`config.mk`:
```
export PLATFORM = sky130hd
export DESIGN_NAME = reorder_buffer
export DESIGN_NICKNAME = d
export VERILOG_FILES = /design/src/rtl/reorder_buffer_pkg.sv /design/src/rtl/reorder_buffer.sv
export SDC_FILE = /design/constraint.sdc
export NUM_CORES = 1
export LEC_CHECK = 0
export CORE_MARGIN = 1.5
export CORE_UTILIZATION = 55
export DETAILED_ROUTE_END_ITERATION = 10
export PLACE_DENSITY = 0.87
export SLEW_MARGIN = 30
export SYNTH_ARGS = -nofsm -noshare
export SYNTH_HDL_FRONTEND = slang
export SYNTH_SLANG_ARGS = --single-unit
```
`constraint.sdc`:
```
create_clock -name clk -period 2.6 [get_ports clk]
set_clock_uncertainty 0.05 [all_clocks]
set_input_delay 0.65 -clock clk [delete_from_list [all_inputs] [get_ports clk]]
set_output_delay 0.65 -clock clk [all_outputs]
set_load 0.02 [all_outputs]
```
`src/rtl/reorder_buffer_pkg.sv`:
```
// Shared constants and the reorder-buffer entry layout used by dispatch, the ROB and debug logic.
// The exc field exists only when ROB_EXCEPTION_EN is defined.
package reorder_buffer_pkg;

  localparam int unsigned ROB_SIZE_LOG2 = 4;
  localparam int unsigned NUM_REG_LOG2  = 6;
  localparam int unsigned REG_SIZE      = 64;

  typedef struct packed {
    logic                  valid;
    logic                  done;
    logic [4:0]            ard;
    logic [NUM_REG_LOG2:0] prd;
    logic [NUM_REG_LOG2:0] old_prd;
`ifdef ROB_EXCEPTION_EN
    logic                  exc;
`endif
  } rob_entry_t;

endpackage

```
`src/rtl/reorder_buffer.sv`:
```
// Circular in-order reorder buffer: allocate at tail, complete out of order, retire one per cycle.
// Optional precise-exception reporting is enabled with ROB_EXCEPTION_EN.
module reorder_buffer
  import reorder_buffer_pkg::*;
#(
  parameter int unsigned ROB_SIZE    = 16,
  parameter int unsigned ISSUE_PORTS = 2
) (
  input  logic                               clk,
  input  logic                               rst,
  input  logic                               alloc_valid,
  input  logic [4:0]                         alloc_ard,
  input  logic [NUM_REG_LOG2:0]              alloc_prd,
  input  logic [NUM_REG_LOG2:0]              alloc_old_prd,
  output logic                               alloc_ready,
  output logic [ROB_SIZE_LOG2-1:0]           alloc_rob_index,
  input  logic [ISSUE_PORTS-1:0]             wb_valid,
  input  logic [ISSUE_PORTS*ROB_SIZE_LOG2-1:0] wb_rob_index,
`ifdef ROB_EXCEPTION_EN
  input  logic [ISSUE_PORTS-1:0]             wb_exc,
  output logic                               exception_valid,
  output logic [ROB_SIZE_LOG2-1:0]           exception_rob_index,
`endif
  output logic                               commit_valid,
  output logic [4:0]                         commit_ard,
  output logic [NUM_REG_LOG2:0]              commit_prd,
  output logic [NUM_REG_LOG2:0]              commit_free_prd,
  input  logic                               flush_in,
  output logic                               rob_empty,
  output logic [ROB_SIZE_LOG2:0]             rob_count
);

  localparam int unsigned PtrW = ROB_SIZE_LOG2;
  localparam logic [PtrW:0]   CountFull = (PtrW + 1)'(ROB_SIZE);
  localparam logic [PtrW:0]   CountOne  = (PtrW + 1)'(1);
  localparam logic [PtrW-1:0] PtrOne    = PtrW'(1);

  rob_entry_t             entries_q [ROB_SIZE];
  rob_entry_t             entries_d [ROB_SIZE];
  logic [PtrW-1:0]        head_q, head_d;
  logic [PtrW-1:0]        tail_q, tail_d;
  logic [PtrW:0]          count_q, count_d;
  logic [ROB_SIZE-1:0]    wb_hit;
  logic                   full;
  logic                   alloc_fire;
  logic                   flush_all;
  rob_entry_t             head_entry;

  assign head_entry = entries_q[head_q];
  assign full       = (count_q == CountFull);

`ifdef ROB_EXCEPTION_EN
  logic [ROB_SIZE-1:0] wb_hit_exc;
  logic                head_exc;

  // A done head carrying an exception blocks its commit and flushes the ROB at the next edge.
  assign head_exc            = head_entry.valid && head_entry.done && head_entry.exc;
  assign exception_valid     = head_exc && !flush_in;
  assign exception_rob_index = head_q;
  assign commit_valid        = head_entry.valid && head_entry.done && !head_entry.exc && !flush_in;
  assign flush_all           = flush_in || exception_valid;
  assign alloc_ready         = !full && !flush_in && !exception_valid;
`else
  assign commit_valid = head_entry.valid && head_entry.done && !flush_in;
  assign flush_all    = flush_in;
  assign alloc_ready  = !full && !flush_in;
`endif

  assign alloc_fire      = alloc_valid && alloc_ready;
  assign alloc_rob_index = tail_q;
  assign commit_ard      = head_entry.ard;
  assign commit_prd      = head_entry.prd;
  assign commit_free_prd = head_entry.old_prd;
  assign rob_empty       = (count_q == '0);
  assign rob_count       = count_q;

  // Completion decode; two ports hitting the same index collapse into one completion.
  always_comb begin
    wb_hit = '0;
`ifdef ROB_EXCEPTION_EN
    wb_hit_exc = '0;
`endif
    for (int p = 0; p < ISSUE_PORTS; p++) begin
      if (wb_valid[p]) begin
        wb_hit[wb_rob_index[p*PtrW +: PtrW]] = 1'b1;
`ifdef ROB_EXCEPTION_EN
        if (wb_exc[p]) wb_hit_exc[wb_rob_index[p*PtrW +: PtrW]] = 1'b1;
`endif
      end
    end
  end

  always_comb begin
    entries_d = entries_q;
    for (int i = 0; i < ROB_SIZE; i++) begin
      if (entries_q[i].valid && wb_hit[i]) begin
        entries_d[i].done = 1'b1;
`ifdef ROB_EXCEPTION_EN
        entries_d[i].exc  = entries_q[i].exc || wb_hit_exc[i];
`endif
      end
    end
    if (commit_valid) begin
      entries_d[head_q].valid = 1'b0;
      entries_d[head_q].done  = 1'b0;
    end
    // Allocation overrides any stale writeback aimed at the not-yet-valid tail slot.
    if (alloc_fire) begin
      entries_d[tail_q].valid   = 1'b1;
      entries_d[tail_q].done    = 1'b0;
      entries_d[tail_q].ard     = alloc_ard;
      entries_d[tail_q].prd     = alloc_prd;
      entries_d[tail_q].old_prd = alloc_old_prd;
`ifdef ROB_EXCEPTION_EN
      entries_d[tail_q].exc     = 1'b0;
`endif
    end
    if (flush_all) begin
      for (int i = 0; i < ROB_SIZE; i++) begin
        entries_d[i].valid = 1'b0;
        entries_d[i].done  = 1'b0;
`ifdef ROB_EXCEPTION_EN
        entries_d[i].exc   = 1'b0;
`endif
      end
    end
  end

  always_comb begin
    head_d  = head_q;
    tail_d  = tail_q;
    count_d = count_q;
    if (flush_all) begin
      head_d  = '0;
      tail_d  = '0;
      count_d = '0;
    end else begin
      if (commit_valid) head_d = head_q + PtrOne;
      if (alloc_fire)   tail_d = tail_q + PtrOne;
      unique case ({alloc_fire, commit_valid})
        2'b10:   count_d = count_q + CountOne;
        2'b01:   count_d = count_q - CountOne;
        default: count_d = count_q;
      endcase
    end
  end

  always_ff @(posedge clk or negedge rst) begin
    if (!rst) begin
      head_q  <= '0;
      tail_q  <= '0;
      count_q <= '0;
      for (int i = 0; i < ROB_SIZE; i++) entries_q[i] <= '0;
    end else begin
      head_q    <= head_d;
      tail_q    <= tail_d;
      count_q   <= count_d;
      entries_q <= entries_d;
    end
  end

endmodule

```
==> results_dict.tcl, run 1 <==
set metrics [dict create \
    status "finished with violations" \
    failed_checks "setup timing" \
    slew_violations 0 \
    final_nets 1282 \
    antenna_left 0 \
    leakagePower_nw 8.99 \
    area_growth_pct 23.3 \
    holdPathEnd "entries_q[168]$_DFFE_PN0P_" \
    worst_slack_ns -0.737 \
    setup_viol 56 \
    power.density_nw_per_um2 640 \
    final_cell_mix "dfrtp_1 (344), mux2_2 (304), mux4_2 (95)" \
    grt_use_total_pct 29.8 \
    antenna_found_initial 0 \
    rsz0062_at_grt "true" \
    die_h_um 176 \
    grt_first_pass_wirelength_um 69800 \
    hold_ws_ns 0.451 \
    dpl.hpwl_um 24800 \
    peakVddDrop_uv 450 \
    numCtsBuffers 36 \
    synth_cell_types 49 \
    clock_path_buffers 3 \
    numPortBuffers 63 \
    ios 64 \
    postSynthAreaPerCell_sq_um 14.8 \
    rrSetupSlack_ns -0.57 \
    max_slew_margin_pct 55.5 \
    reg2reg_depth 12 \
    syn_nets 1155 \
    grt_overflow 0 \
    drc 0 \
    cap_violations 0 \
    hold_start "entries_q[168]$_DFFE_PN0P_" \
    drt_iter0_markers 946 \
    diodes 0 \
    wl_per_cell_um 27.9 \
    initial_utilization_pct 55.7 \
    yosysWarningCount 0 \
    hp-class "flop to flop" \
    synthesis.area_sq_um 16500 \
    cts_root_buf "clkbuf_16" \
    cp_max_fo 5 \
    postPlaceCellArea_sq_um 18200 \
    cts_max_level 2 \
    cts_tree "done" \
    die_w_um 176 \
    drive_above_1_share_pct 53.5 \
    crit_required_ns 1.90 \
    holdPathStages 1 \
    async_flop_share_pct 100 \
    syn_inst 1112 \
    path_class "flop to output pin" \
    grt_max_degree 68 \
    synth_ff_type "dfrtp_1" \
    tightest_slew_ns 0.667 \
    totalWireLength_um 46200 \
    cp.arrival_ns 2.64 \
    synth-edff-count 0 \
    clk_latency_ns 0.54 \
    clk_pin_slew_ns 0.07 \
    via_count 11000 \
    r2r-start "head_q[0]$_DFFE_PN0P_" \
    finalHoldViolations 0 \
    max_freq_mhz 300 \
    die-area_sq_um 31000 \
    postLayoutCellArea_sq_um 20300 \
    ys_seq_area_share_pct 53.0 \
    layout_commonest_cell "dfrtp_1" \
    utilization_pct 68.7 \
    ys_seq_elements 349 \
    cts_sinks 349 \
    routed_via_density 6.63 \
    period_needed_ns 3.34 \
    firstDrtPassIters 5 \
    place.gp.congestion 0.869 \
    core-area_sq_um 29600 \
    final_cells 1655 \
    r2r-end "rob_count[2]$_DFFE_PN0P_" \
    dp_cells 1561 \
    end_kind "output pin" \
    rows 63 \
    period_share_pct 128 \
    grt_pass1_vias 11600 \
    critPathLaunchType "flop" \
]
## routing by layer
metal,GRT usage [%],share of wire [%]
met1,39.4,38
met2,47.6,49
met3,6.85,8.2
met4,13.1,4.6
met5,0,0
## cells in the mapped netlist (2+ instances only)
cell type | n | share of area (%)
buf_2 | 49 | 1.5
nor3_2 | 7 | 0.43
a31oi_1 | 2 | 0.076
dfrtp_1 | 349 | 53
and4_1 | 2 | 0.11
nor2_1 | 28 | 0.64
a211oi_1 | 12 | 0.55
or2_2 | 2 | 0.076
and3b_1 | 2 | 0.11
ha_1 | 10 | 0.76
nor3b_1 | 2 | 0.091
a311oi_1 | 4 | 0.21
a32oi_2 | 2 | 0.20
a21oi_1 | 23 | 0.70
inv_1 | 16 | 0.36
o22ai_1 | 16 | 0.61
mux2_2 | 304 | 21
nand3_1 | 10 | 0.30
mux2i_1 | 2 | 0.12
nor2b_1 | 4 | 0.15
and2_1 | 3 | 0.11
o21ai_0 | 3 | 0.091
and3_1 | 16 | 0.61
nand2_1 | 17 | 0.39
nand2b_1 | 10 | 0.38
xor2_1 | 4 | 0.21
nand3b_1 | 12 | 0.55
nand4_1 | 7 | 0.27
xnor2_1 | 4 | 0.21
buf_4 | 2 | 0.091
clkbuf_1 | 36 | 0.82
or3b_2 | 2 | 0.11
mux4_2 | 95 | 13
nor3_1 | 16 | 0.49
nor4_2 | 4 | 0.30
nor4_1 | 19 | 0.72
mux2_1 | 2 | 0.14
a22oi_1 | 2 | 0.091
buf_1 | 2 | 0.046
## area by class of cell
type,instances,area [sq um]
repair buffers,178,2090
well taps,390,488
clock inverters,14,184
fillers,1728,9250
inverters,17,63.8
flip-flops and latches,349,8740
multi-input cells,657,7700
clock buffers,50,1040
## sequential cells by signal, indices dropped and copies added, names as in the netlist
| signal | count |
|---|---|
| head_q | 4 |
| rob_count | 5 |
| alloc_rob_index | 4 |
| entries_q | 336 |
## through the flow
| step | worst slack [ns] | power [mW] | TNS, ns |
|---|---|---|---|
| CTS | -0.674 | 12.9 | -13.27 |
| floorplan | -0.394 | 6.93 | -0.783 |
| global placement | -0.521 | 7.48 | -13.18 |
| detailed placement | -0.525 | 7.57 | -16.86 |
| global route | -0.769 | 13.4 | -19.47 |
| finish | -0.737 | 13.0 | -17.72 |
## worst max path at each step
stage / start / endpoint / slack (ns) / cells past startpoint
floorplan: head_q[1]$_DFFE_PN0P_ / rob_count[2]$_DFFE_PN0P_ / -0.39 / 11
finish: head_q[0]$_DFFE_PN0P_ / commit_prd[2] / -0.74 / 6
global route: head_q[0]$_DFFE_PN0P_ / commit_prd[2] / -0.77 / 6
global placement: head_q[0]$_DFFE_PN0P_ / commit_prd[6] / -0.52 / 4
detailed placement: head_q[0]$_DFFE_PN0P_ / commit_ard[2] / -0.52 / 4
CTS: head_q[0]$_DFFE_PN0P_ / commit_free_prd[6] / -0.67 / 6
## cell families after synthesis
family,Yosys count,share of synthesized area (%)
compound gates,69,2.88
xor+xnor,8,0.425
fa+ha+maj,10,0.759
buf+inv,106,2.83
flops,349,53.0
mux,403,34.0
simple gates,167,6.09
## worst max-delay path: stages, from the launching register on
cell,delay (ns)
dfrtp_4,0.53
buf_12,0.16
buf_12,0.13
buf_16,0.14
mux4_2,0.44
mux4_2,0.54
buf_6,0.16
## power by group
| part | switching [mW] | internal (mW) | leakage (nW) |
|---|---|---|---|
| sequential | 0.265 | 5.84 | 4.75 |
| combinational | 0.708 | 0.812 | 3.63 |
| clock | 2.25 | 3.14 | 0.611 |
## what timing repair did
| item | in CTS | in global routing |
|---|---|---|
| setup buffers | 14 | 6 |
| endpoints found under the setup margin | 40 | 54 |
| hold endpoints to repair | 2 | 0 |
| hold buffers | 1 | 0 |
| pin swaps | 5 | 18 |
| resized for setup | 156 | 58 |
| cloned | 9 | 2 |
No activity file was read; power rests on OpenSTA's default activity.
==> run 2: changes to the inputs <==
- SLEW_MARGIN: 30 -> 10
==> results of run 2 <==
The final DEF is identical to that of run 1; final timing and power are the same.
==> run 3: changes to the inputs <==
- PLACE_DENSITY: 0.87 -> 0.84
- clock period: 2.6 -> 3.4 ns (I/O delays scaled with it)
==> run 3 against run 2 <==
The flow still finishes with violations (setup timing). Combinational power decreased by 30%. Sequential power decreased by 24%. Sequential share of layout area up 2.1 points. Wire length fell by 13%. Register-to-register slack improved by 0.64 ns. Final cell count is 2.6% lower. Non-clock buffer count shrank 43. Critical path depth shrank 1. Critical endpoint is now commit_ard[0].
==> results_dict.tcl, run 3 (same netlist as run 1, synthesis figures left out) <==
set metrics [dict create \
    power.density_nw_per_um2 503 \
    crit_required_ns 2.50 \
    cts_sinks 349 \
    die_h_um 176 \
    ios 64 \
    r2r-end "rob_count[2]$_DFFE_PN0P_" \
    r2r-start "head_q[1]$_DFFE_PN0P_" \
    critPathMaxStageDelay_ns 0.54 \
    seq_area_sq_um 8740 \
    finalHoldViolations 0 \
    leakagePower_nw 8.68 \
    clock_path_buffers 3 \
    grt_overflow 0 \
    final_cells 1612 \
    antenna_found_initial 0 \
    drc 0 \
    critPathLaunchType "flop" \
    totalWireLength_um 40000 \
    antenna_left 0 \
    intPower_mw 7.47 \
    rows 63 \
    max_slew_margin_pct 60.7 \
    cts_max_level 2 \
    end_kind "output pin" \
    clk_latency_ns 0.51 \
    slew_violations 0 \
    failed_checks "setup timing" \
    critical_path.cell_chain "buf_12, buf_12, mux4_2, mux4_2, buf_6" \
    drt_iter0_markers 906 \
    slowest_stage "mux4_2" \
    fill_cells 1945 \
    largest_reg_flops 336 \
    layout_commonest_cell "dfrtp_1" \
    max_freq_mhz 292 \
    cts_tree "done" \
    rsz0062_at_grt "true" \
    largest-register "entries_q" \
    grt_pass1_vias 11000 \
    status "finished with violations" \
    area_growth_pct 17.7 \
    die-area_sq_um 31000 \
    place.gp.congestion 0.869 \
    hold_ws_ns 0.244 \
    pwr-share-seq_pct 47.5 \
    grt_use_total_pct 26.7 \
    tightest_slew_ns 0.587 \
    numPortBuffers 63 \
    via_count 10300 \
    postLayoutCellArea_sq_um 19400 \
    cp_max_fo 6 \
    cp.arrival_ns 2.53 \
    p_clk_share_pct 41.6 \
    clk_pin_slew_ns 0.06 \
    peakVddDrop_uv 424 \
    hp-class "primary input to asynchronous set/reset pin" \
    period_share_pct 101 \
    postPlaceCellArea_sq_um 17900 \
    wl_per_cell_um 24.8 \
    setup_viol 4 \
    numCtsBuffers 36 \
    worst_slack_ns -0.0257 \
    die_w_um 176 \
    path_delay_family "multiplexers" \
    diodes 0 \
    rrSetupSlack_ns 0.07 \
    initial_utilization_pct 55.7 \
    reg2reg_depth 11 \
    power.total_mw 9.76 \
    routed_via_density 6.40 \
    setup-tns-final_ns -0.0562 \
    final_cell_mix "dfrtp_1 (345), mux2_2 (304), mux4_2 (95)" \
    cts_root_buf "clkbuf_16" \
    comb_power_share_pct 10.9 \
    period_needed_ns 3.43 \
    critPathBufInv 3 \
    firstDrtPassIters 5 \
    multi_input_area_sq_um 7410 \
    final_nets 1239 \
    path_class "flop to output pin" \
    grt_first_pass_wirelength_um 63300 \
    dpl.hpwl_um 23200 \
    power_switching_mw 2.29 \
    dp_cells 1532 \
    core-area_sq_um 29600 \
    cap_violations 0 \
    netSwitchingFraction_pct 23.5 \
    grt_max_degree 71 \
    drive_above_1_share_pct 48.0 \
]
-- run 3: how the worst max path moves through the flow --
stage / from / to / slack (ns) / cells after the start
6_report: head_q[0]$_DFFE_PN0P_ / commit_ard[0] / -0.03 / 5
5_1_grt: head_q[0]$_DFFE_PN0P_ / commit_valid / -0.07 / 7
4_1_cts: head_q[0]$_DFFE_PN0P_ / commit_valid / -0.06 / 7
3_5_place_dp: head_q[0]$_DFFE_PN0P_ / commit_valid / 0.03 / 6
2_1_floorplan: head_q[1]$_DFFE_PN0P_ / rob_count[2]$_DFFE_PN0P_ / 0.16 / 11
3_3_place_gp: head_q[0]$_DFFE_PN0P_ / commit_prd[1] / 0.08 / 4
-- run 3: worst reg2reg max path, cell delays in order (launching register included) --
cell and delay, ns:
dfrtp_4 0.56, buf_4 0.16, nand3b_1 0.23, a32oi_2 0.33
a41oi_4 0.19, nor4_4 0.35, and2_1 0.21, xor2_1 0.08
ha_1 0.23, or3_1 0.35, mux2i_1 0.15, mux2_1 0.33
-- run 3: final cells by class --
| cell class | instances | area share [%] |
|---|---|---|
| Inverter | 17 | 0.329 |
| Timing Repair Buffer | 135 | 7.56 |
| Tap cell | 390 | 2.52 |
| Sequential cell | 349 | 45.1 |
| Multi-Input combinational cell | 657 | 38.2 |
| Clock buffer | 52 | 5.53 |
| Clock inverter | 12 | 0.768 |
-- run 3: per-layer routing --
| layer | global-route usage (%) | share of wire, % | up-vias |
|---|---|---|---|
| li1 | - | - | 4347 |
| met2 | 42.8 | 49 | 423 |
| met3 | 4.31 | 6.5 | 122 |
| met5 | 0 | 0 | - |
| met1 | 36.8 | 41 | 5432 |
| met4 | 10.5 | 4.1 | 0 |
-- run 3: through the flow --
step,util [%],setup slack [ns]
floorplan,-,0.155
global placement,60.5,0.0753
detailed placement,60.5,0.0317
CTS,65.1,-0.0612
global route,65.6,-0.0666
finish,65.6,-0.0257
-- run 3: power groups by stage --
stage	registers, mW	clock network, mW	logic [mW]
final	4.64	4.06	1.06
after floorplan	4.64	0	0.653
after CTS	4.63	4.10	1.03
after global routing	4.67	4.27	1.14
after global placement	4.68	0	1.02
after detailed placement	4.70	0	1.06
-- run 3: what timing repair did --
item                                    4_1_cts  5_1_grt
gates cloned                                  3        2
resized for setup                            94       24
pin swaps                                     1        3
hold endpoints to repair                      0        0
hold buffers                                  0        0
endpoints found under the setup margin       20       18
buffers inserted                             11        2
